$ cat config.mk
export PLATFORM = sky130hd
export DESIGN_NAME = bcd_scan_counter
export DESIGN_NICKNAME = d
export VERILOG_FILES = /design/src/rtl/bcd_pkg.sv /design/src/rtl/bcd_digit.sv /design/src/rtl/bcd_scan_counter.sv
export SDC_FILE = /design/constraint.sdc
export NUM_CORES = 1
export LEC_CHECK = 0
export CORE_ASPECT_RATIO = 1.2
export CORE_MARGIN = 5
export CORE_UTILIZATION = 26
export CTS_CLUSTER_SIZE = 25
export DETAILED_ROUTE_END_ITERATION = 10
export SYNTH_ARGS = -nofsm -noshare
export SYNTH_HDL_FRONTEND = slang
export SYNTH_SLANG_ARGS = --single-unit
$ cat constraint.sdc
create_clock -name clk -period 5.55 [get_ports clk]
set_clock_uncertainty 0.05 [all_clocks]
set_input_delay 0.8325 -clock clk [delete_from_list [all_inputs] [get_ports clk]]
set_output_delay 0.8325 -clock clk [all_outputs]
set_load 0.005 [all_outputs]
$ cat src/rtl/bcd_pkg.sv
`default_nettype none
// ---------------------------------------------------------------------------
// bcd_pkg : shared BCD types, limits and scan-state helpers.   Rev 1.0
// ---------------------------------------------------------------------------
package bcd_pkg;

  typedef logic [3:0] bcd_t;

  localparam bcd_t BCD_MAX    = 4'd9;
  localparam int   NUM_DIGITS = 4;

  typedef enum logic [1:0] {
    DIG0 = 2'd0,
    DIG1 = 2'd1,
    DIG2 = 2'd2,
    DIG3 = 2'd3
  } scan_state_e;

  function automatic scan_state_e next_scan(input scan_state_e s);
    case (s)
      DIG0:    next_scan = DIG1;
      DIG1:    next_scan = DIG2;
      DIG2:    next_scan = DIG3;
      default: next_scan = DIG0;
    endcase
  endfunction

endpackage : bcd_pkg
`default_nettype wire

$ cat src/rtl/bcd_digit.sv
`default_nettype none
// ---------------------------------------------------------------------------
// bcd_digit : one decade (clear/load/inc/dec, carry+borrow). BCD_DOWN_COUNT_EN
// enables the decrement path.                                   Rev 1.0
// ---------------------------------------------------------------------------
module bcd_digit
  import bcd_pkg::*;
(
  input  logic       clk,
  input  logic       rst_n,
  input  logic       clear_i,
  input  logic       load_i,
  input  logic [3:0] load_val_i,
  input  logic       inc_i,
  input  logic       dec_i,
  output bcd_t       digit_o,
  output bcd_t       digit_d_o,
  output logic       inc_co_o,
  output logic       dec_co_o,
  output logic       load_err_o
);

  bcd_t digit_q;
  bcd_t digit_d;

  always_comb begin
    digit_d = digit_q;
    if (clear_i) begin
      digit_d = '0;
    end else if (load_i) begin
      digit_d = (load_val_i > BCD_MAX) ? '0 : load_val_i;
    end else if (inc_i) begin
      digit_d = (digit_q == BCD_MAX) ? '0 : digit_q + 4'd1;
`ifdef BCD_DOWN_COUNT_EN
    end else if (dec_i) begin
      digit_d = (digit_q == '0) ? BCD_MAX : digit_q - 4'd1;
`endif
    end
  end

  always_ff @(posedge clk or negedge rst_n) begin
    if (!rst_n) digit_q <= '0;
    else        digit_q <= digit_d;
  end

  assign digit_o    = digit_q;
  assign digit_d_o  = digit_d;
  assign inc_co_o   = inc_i && (digit_q == BCD_MAX);
  assign load_err_o = (load_val_i > BCD_MAX);

`ifdef BCD_DOWN_COUNT_EN
  assign dec_co_o = dec_i && (digit_q == '0);
`else
  logic unused_dec;
  assign unused_dec = dec_i;
  assign dec_co_o   = 1'b0;
`endif

endmodule : bcd_digit
`default_nettype wire

$ cat src/rtl/bcd_scan_counter.sv
`default_nettype none
// ---------------------------------------------------------------------------
// bcd_scan_counter : 4-digit BCD counter with multiplexed 7-seg digit scan.
// Macro BCD_DOWN_COUNT_EN enables down counting via down_i.     Rev 1.0
// ---------------------------------------------------------------------------
module bcd_scan_counter
  import bcd_pkg::*;
#(
  parameter int SCAN_DIV = 1000
) (
  input  logic        clk,
  input  logic        rst_n,
  input  logic        en_i,
  input  logic        tick_i,
  input  logic        down_i,
  input  logic        clear_i,
  input  logic        load_i,
  input  logic [15:0] load_val_i,
  output logic [15:0] count_o,
  output logic        carry_o,
  output logic        load_err_o,
  output logic [3:0]  val_o,
  output logic [3:0]  an_o
);

  localparam int PW = (SCAN_DIV > 2) ? $clog2(SCAN_DIV) : 1;
  localparam logic [PW-1:0] PRE_LAST = PW'(SCAN_DIV - 1);

  logic w_step;
  logic w_up;
  logic w_dn;

  assign w_step = en_i && tick_i && !clear_i && !load_i;

`ifdef BCD_DOWN_COUNT_EN
  assign w_up = w_step && !down_i;
  assign w_dn = w_step &&  down_i;
`else
  logic unused_down;
  assign unused_down = down_i;
  assign w_up = w_step;
  assign w_dn = 1'b0;
`endif

  bcd_t w_dig_q  [NUM_DIGITS];
  bcd_t w_dig_d  [NUM_DIGITS];
  logic w_inc_ci [NUM_DIGITS];
  logic w_dec_ci [NUM_DIGITS];
  logic w_inc_co [NUM_DIGITS];
  logic w_dec_co [NUM_DIGITS];
  logic [NUM_DIGITS-1:0] w_err;

  assign w_inc_ci[0] = w_up;
  assign w_dec_ci[0] = w_dn;

  generate
    for (genvar i = 0; i < NUM_DIGITS; i++) begin : g_digit
      if (i > 0) begin : g_chain
        assign w_inc_ci[i] = w_inc_co[i-1];
        assign w_dec_ci[i] = w_dec_co[i-1];
      end
      bcd_digit u_digit (
        .clk        (clk),
        .rst_n      (rst_n),
        .clear_i    (clear_i),
        .load_i     (load_i),
        .load_val_i (load_val_i[4*i +: 4]),
        .inc_i      (w_inc_ci[i]),
        .dec_i      (w_dec_ci[i]),
        .digit_o    (w_dig_q[i]),
        .digit_d_o  (w_dig_d[i]),
        .inc_co_o   (w_inc_co[i]),
        .dec_co_o   (w_dec_co[i]),
        .load_err_o (w_err[i])
      );
      assign count_o[4*i +: 4] = w_dig_q[i];
    end
  endgenerate

  logic carry_q,    carry_d;
  logic load_err_q, load_err_d;

  // Wrap out of the top decade is the whole-counter wrap.
  assign carry_d    = w_inc_co[NUM_DIGITS-1] || w_dec_co[NUM_DIGITS-1];
  assign load_err_d = load_i && !clear_i && (|w_err);

  always_ff @(posedge clk or negedge rst_n) begin
    if (!rst_n) begin
      carry_q    <= 1'b0;
      load_err_q <= 1'b0;
    end else begin
      carry_q    <= carry_d;
      load_err_q <= load_err_d;
    end
  end

  assign carry_o    = carry_q;
  assign load_err_o = load_err_q;

  scan_state_e   state_q, state_d;
  logic [PW-1:0] pre_q;
  logic [3:0]    an_q;
  bcd_t          val_q;
  logic          w_adv;

  assign w_adv   = (pre_q == PRE_LAST);
  assign state_d = w_adv ? next_scan(state_q) : state_q;

  // val_o samples the next count so it tracks count_o on the same edge.
  always_ff @(posedge clk or negedge rst_n) begin
    if (!rst_n) begin
      state_q <= DIG0;
      pre_q   <= '0;
      an_q    <= 4'b1110;
      val_q   <= '0;
    end else begin
      state_q <= state_d;
      pre_q   <= w_adv ? '0 : pre_q + PW'(1);
      an_q    <= ~(4'b0001 << state_d);
      val_q   <= w_dig_d[state_d];
    end
  end

  assign an_o  = an_q;
  assign val_o = val_q;

endmodule : bcd_scan_counter
`default_nettype wire
==> flow_summary.json, run 1 <==
{
  "route.met2.wl_um": 2760,
  "grt_first_pass_wirelength_um": 9430,
  "cp_max_fo": 14,
  "p_int_w": 0.000455,
  "slew_violations": 0,
  "finalCritPeriodShare_pct": 58.3,
  "htree_levels": 2,
  "synth_edf_count": 0,
  "ys_top_cells_by_area": "dfrtp_1, ha_1, nor2_1",
  "synth_commonest_cells": "dfrtp_1, nor2_1, nand2_1, ha_1, nand3_1",
  "final.fill_count": 843,
  "relSlewSlack_pct": 43.6,
  "power_frac_clock_pct": 40.0,
  "antenna_found_initial": 0,
  "start_util_pct": 27.0,
  "yosysMostFrequentCell": "dfrtp_1",
  "nets": 312,
  "die_area_mm2": 0.0105,
  "cts_resized": 0,
  "firstDrtPassIters": 4,
  "hold_viol_final": 0,
  "diodes": 0,
  "tightest_slew_ns": 0.846,
  "cts_buffers": 5,
  "met3_wirelength_um": 207,
  "clock_latency_ns": 0.29,
  "wl_met1_um": 2610,
  "slowest_delay_ns": 0.65,
  "dp_hpwl_um": 4340,
  "setup_viol": 0,
  "synth-seq-cells": 38,
  "grt_pass1_vias": 1884,
  "rsz0062_at_grt": "no",
  "grt_overflow": 0,
  "clk_pin_slew_ns": 0.08,
  "powerDensity_mw_per_mm2": 208,
  "p_sw_w": 0.000151,
  "fin_cells": 392,
  "syn_inst": 228,
  "leakagePower_nw": 1.22,
  "yosysUniqueCellTypes": 56,
  "clock_path_buffers": 2,
  "ys_warn_count": 0,
  "end_kind": "flop",
  "synth_top_area_share_pct": 39.6,
  "syn_area_mm2": 0.00221,
  "power_frac_seq_pct": 48.2,
  "yosysSeqAreaShare_pct": 43.1,
  "postPlaceCellArea_mm2": 0.00279,
  "grt_use_total_pct": 11.4,
  "die_x_um": 94.2,
  "synth_area_leader_cell": "dfrtp_1",
  "gp_congestion": 0.783,
  "cts_tree": "yes",
  "start_kind": "primary input",
  "syn_area_per_cell_um2": 9.71,
  "syn-num-nets": 263,
  "worstSetupPathType": "in -> reg",
  "cts_sinks": 38,
  "viasPerCell": 4.78,
  "vdd.ir_drop.worst_mv": 0.0924,
  "outcome": "complete, no violations",
  "min_period_ns": 3.24,
  "async_reset_ff_share_pct": 100,
  "hold_buffers": 0,
  "drv_cap": 0,
  "ant_nets": 0,
  "multi_input_area_mm2": 0.00118,
  "ys.flop_type": "dfrtp_1",
  "post-cts-setup-buffers": 0,
  "placed_cells": 384,
  "core_region_area_mm2": 0.00820,
  "rows": 36,
  "fmax_mhz": 309,
  "path_cells": "clkdlybuf4s50_1, nand4bb_1, or3_1, a221oi_2, o22ai_1, nor3_2",
  "num_vias": 1873,
  "register_area_um2": 955,
  "top_layer": "met4",
  "crit_required_ns": 5.72,
  "final_area_mm2": 0.00291,
  "swShare_pct": 24.9,
  "first_iter_violations": 109,
  "cts_root_buffer": "clkbuf_8",
  "io_buffers": 47,
  "layout-drive-gt1-share_pct": 9.71,
  "min_path_type": "reg -> reg",
  "num_io_pins": 49,
  "tns_ns": 0,
  "grt_max_degree": 39,
  "fp.dieH_um": 111,
  "cp_slowest_cell": "clkdlybuf4s50_1",
  "arrival_ns": 3.40,
  "power_frac_comb_pct": 11.8,
  "drt-total-wl_um": 5700,
  "routedWlPerCell_um": 14.5,
  "syn_to_final_growth_pct": 31.3,
  "drc": 0
}
power groups by stage:
| stage | Sequential, W | Clock, W | Combinational, W |
|---|---|---|---|
| final | 0.000292 | 0.000242 | 0.0000713 |
| after global routing | 0.000293 | 0.000263 | 0.0000789 |
| after CTS | 0.000292 | 0.000249 | 0.0000726 |
| after detailed placement | 0.000297 | 0 | 0.0000721 |
| after global placement | 0.000297 | 0 | 0.0000716 |
| after floorplan | 0.000296 | 0 | 0.0000281 |
worst paths after layout:
path | cells past startpoint | startpoint | endpoint | slack, ns
worst max-delay path | 6 | load_i | val_o[1]$_DFF_PN0_ | 2.31
worst min-delay path | 1 | pre_q[0]$_DFF_PN0_ | pre_q[0]$_DFF_PN0_ | 0.42
worst max register to register | 7 | pre_q[0]$_DFF_PN0_ | val_o[1]$_DFF_PN0_ | 2.98
worst min register to register | 1 | pre_q[0]$_DFF_PN0_ | pre_q[0]$_DFF_PN0_ | 0.42
max in group asynchronous | 1 | rst_n | val_o[0]$_DFF_PN0_ | 4.33
min in group asynchronous | 1 | rst_n | load_err_o$_DFF_PN0_ | 0.58
metal layers:
metal	vias to the layer above	global-route usage, %
met5	-	0
met4	0	4.24
met3	8	2.38
met2	38	17.9
met1	912	15.2
li1	915	-
kinds of logic after synthesis:
| family | share of synthesized area, % |
|---|---|
| compound gates | 14.2 |
| xor+xnor | 3.17 |
| fa+ha+maj | 6.78 |
| buf+inv | 3.56 |
| flops | 43.1 |
| mux | 2.71 |
| simple gates | 26.4 |
critical path: cells and delay by family:
| family | cells | cell delay (ns) |
|---|---|---|
| AO/OA/AOI/OAI | 2 | 0.55 |
| AND/OR/NAND/NOR | 3 | 1.38 |
| buffers and inverters | 1 | 0.65 |
cell type report:
class                           count  share of cell area, %
Tap cell                          114                   4.91
Multi-Input combinational cell    173                   40.6
Timing Repair Buffer               48                   16.3
Clock buffer                        5                   2.37
Clock inverter                      3                   1.55
Inverter                           11                   1.42
Sequential cell                    38                   32.9
placed cells by master, fill, tap and decap left out, types with 3 or more instances in the layout:
master and count:
clkbuf_8 5, nand2_1 20, xnor2_1 4, o22ai_1 5
mux2i_1 6, xor2_1 4, dfstp_2 3, nand2b_1 5
and3b_1 4, inv_1 10, o21ai_1 5, ha_1 12
nor3_1 9, nand3_1 12, clkdlybuf4s50_1 46, a21oi_1 8
nor2_1 26, nand3b_1 3, dfrtp_1 35, o21ai_0 8
flip-flops by register name, summed over array words and instances (netlist names):
signal,cells
g_digit.u_digit.digit_o,16
pre_q,10
an_o,4
val_o,4
state_q,2
carry_o,1
load_err_o,1
stage by stage:
| step | hold slack (ns) | util [%] | power (W) | worst slack, ns |
|---|---|---|---|---|
| 2_1_floorplan | 0.398 | - | 0.000324 | 3.26 |
| 3_3_place_gp | 0.416 | 34.1 | 0.000369 | 2.01 |
| 3_5_place_dp | 0.418 | 34.1 | 0.000369 | 2.01 |
| 4_1_cts | 0.429 | 35.4 | 0.000614 | 2.32 |
| 5_1_grt | 0.456 | 35.4 | 0.000635 | 2.16 |
| 6_report | 0.424 | 35.4 | 0.000605 | 2.31 |
(Power assumes the default switching activity.)
==> inputs of run 2 (changes only) <==
Clock period 5.55 ns to 3.2 ns, I/O delays scaled along.
==> run 2 against run 1 <==
  * Hold slack lost 0.19 ns
  * Global-route usage is 0.18 points higher
  * Core utilization rose by 0.37 points
  * Clock power rose by 72%
  * Non-clock buffer count is 4 higher
  * Setup slack worse by 1.5 ns
  * Largest cell class unchanged
  * Combinational power grew 77%
  * First-iteration DRC count is 51% lower
  * Routed wire length grew 2.1%
==> flow_summary.json, run 2 (synthesis gave the netlist of run 1 again) <==
{
  "dp_hpwl_um": 4410,
  "powerDensity_mw_per_mm2": 358,
  "grt_first_pass_wirelength_um": 9590,
  "cts_tree": "yes",
  "fmax_mhz": 415,
  "worstSetupPathType": "reg -> reg",
  "start_util_pct": 27.0,
  "vdd.ir_drop.worst_mv": 0.191,
  "grt_overflow": 0,
  "min_period_ns": 2.41,
  "post-route-util_pct": 35.8,
  "diodes": 0,
  "largest_reg_flops": 16,
  "viasPerCell": 4.76,
  "clk_pin_slew_ns": 0.09,
  "core_region_area_mm2": 0.00820,
  "hold_viol_final": 0,
  "grt_pass1_vias": 1842,
  "layout-drive-gt1-share_pct": 11.0,
  "final_common_cell": "clkdlybuf4s50_1",
  "die_x_um": 94.2,
  "reg2reg_from": "pre_q[0]$_DFF_PN0_",
  "rows": 36,
  "critPathCapture": "val_o[1]$_DFF_PN0_",
  "dp_slack_ns": 0.583,
  "slew_violations": 0,
  "rsz0062_at_grt": "no",
  "arrival_ns": 2.54,
  "layout_common_cells": "clkdlybuf4s50_1, dfrtp_1, nor2_1",
  "ant_nets": 0,
  "clock_path_buffers": 2,
  "tns_ns": 0,
  "cp_max_fo": 7,
  "io_buffers": 47,
  "final.setup.worst_slack_ns": 0.790,
  "cts_sinks": 38,
  "routedWlPerCell_um": 14.7,
  "hold_buffers": 0,
  "leakagePower_nw": 1.24,
  "tightest_slew_ns": 0.872,
  "cts_resized": 0,
  "die_area_mm2": 0.0105,
  "grt_max_degree": 39,
  "drv_cap": 0,
  "cts_root_buffer": "clkbuf_8",
  "cts_buffers": 5,
  "num_io_pins": 49,
  "rr_worst_depth": 7,
  "grt_use_total_pct": 11.5,
  "drt-total-wl_um": 5820,
  "finalCritPeriodShare_pct": 75.3,
  "end_kind": "flop",
  "clock_latency_ns": 0.29,
  "firstDrtPassIters": 4,
  "antenna_found_initial": 0,
  "r2r_slack_ns": 0.79,
  "post-cts-setup-buffers": 0,
  "crit_required_ns": 3.33,
  "htree_levels": 2,
  "start_kind": "flop",
  "min_path_type": "in -> async",
  "setup_viol": 0,
  "fp.dieH_um": 111,
  "syn_to_final_growth_pct": 32.6,
  "gp_congestion": 0.798,
  "startpoint": "pre_q[0]$_DFF_PN0_",
  "outcome": "complete, no violations",
  "relSlewSlack_pct": 41.8,
  "drc": 0,
  "nets": 316,
  "num_vias": 1886,
  "r2r_end": "val_o[1]$_DFF_PN0_",
  "first_iter_violations": 53
}
[run 2: per-layer routing]
layer | vias to the layer above | share of wire [%] | global-route usage [%]
met5 | - | 0 | 0
met4 | 0 | 1.0 | 3.18
met3 | 5 | 5.2 | 2.65
met2 | 42 | 49 | 18.0
met1 | 920 | 45 | 15.9
li1 | 919 | - | -
[run 2: metrics by stage]
| stage | hold slack (ns) | total power (W) | cells | area (um^2) |
|---|---|---|---|---|
| final | 0.239 | 0.00105 | 396 | 2940 |
| after global routing | 0.311 | 0.00110 | 396 | 2940 |
| after CTS | 0.273 | 0.00107 | 396 | 2940 |
| after detailed placement | 0.424 | 0.000643 | 388 | 2820 |
| after global placement | 0.416 | 0.000643 | 388 | 2820 |
| after floorplan | 0.134 | 0.000562 | 228 | 2210 |
[run 2: how the worst min path moves through the flow]
stage               cells past startpoint                   end  slack [ns]               start
global route                            1  load_err_o$_DFF_PN0_        0.31               rst_n
floorplan                               0     an_o[0]$_DFF_PN0_        0.13               rst_n
CTS                                     1  load_err_o$_DFF_PN0_        0.27               rst_n
detailed placement                      1    pre_q[0]$_DFF_PN0_        0.42  pre_q[0]$_DFF_PN0_
finish                                  1  load_err_o$_DFF_PN0_        0.24               rst_n
global placement                        1    pre_q[0]$_DFF_PN0_        0.42  pre_q[0]$_DFF_PN0_
[run 2: critical path: stages (launching register included)]
cell and delay, ns:
dfrtp_1 0.39, ha_1 0.27, nand4b_4 0.14, nor4_4 0.33
mux2i_1 0.50, nand2_1 0.23, o22ai_1 0.32, nor3_2 0.08
[run 2: layout make-up]
cell class	instances	area, um^2
Multi-Input combinational cell	173	1180
Clock buffer	5	68.8
Sequential cell	38	955
Inverter	11	41.3
Tap cell	114	143
Timing Repair Buffer	52	503
Fill cell	863	5260
Clock inverter	3	45.0
[run 2: power by group]
part	switching, W	internal [W]	total [W]
combinational	0.0000586	0.0000674	0.000126
clock	0.000185	0.000232	0.000417
sequential	0.0000152	0.000492	0.000507
total	0.000259	0.000791	0.00105
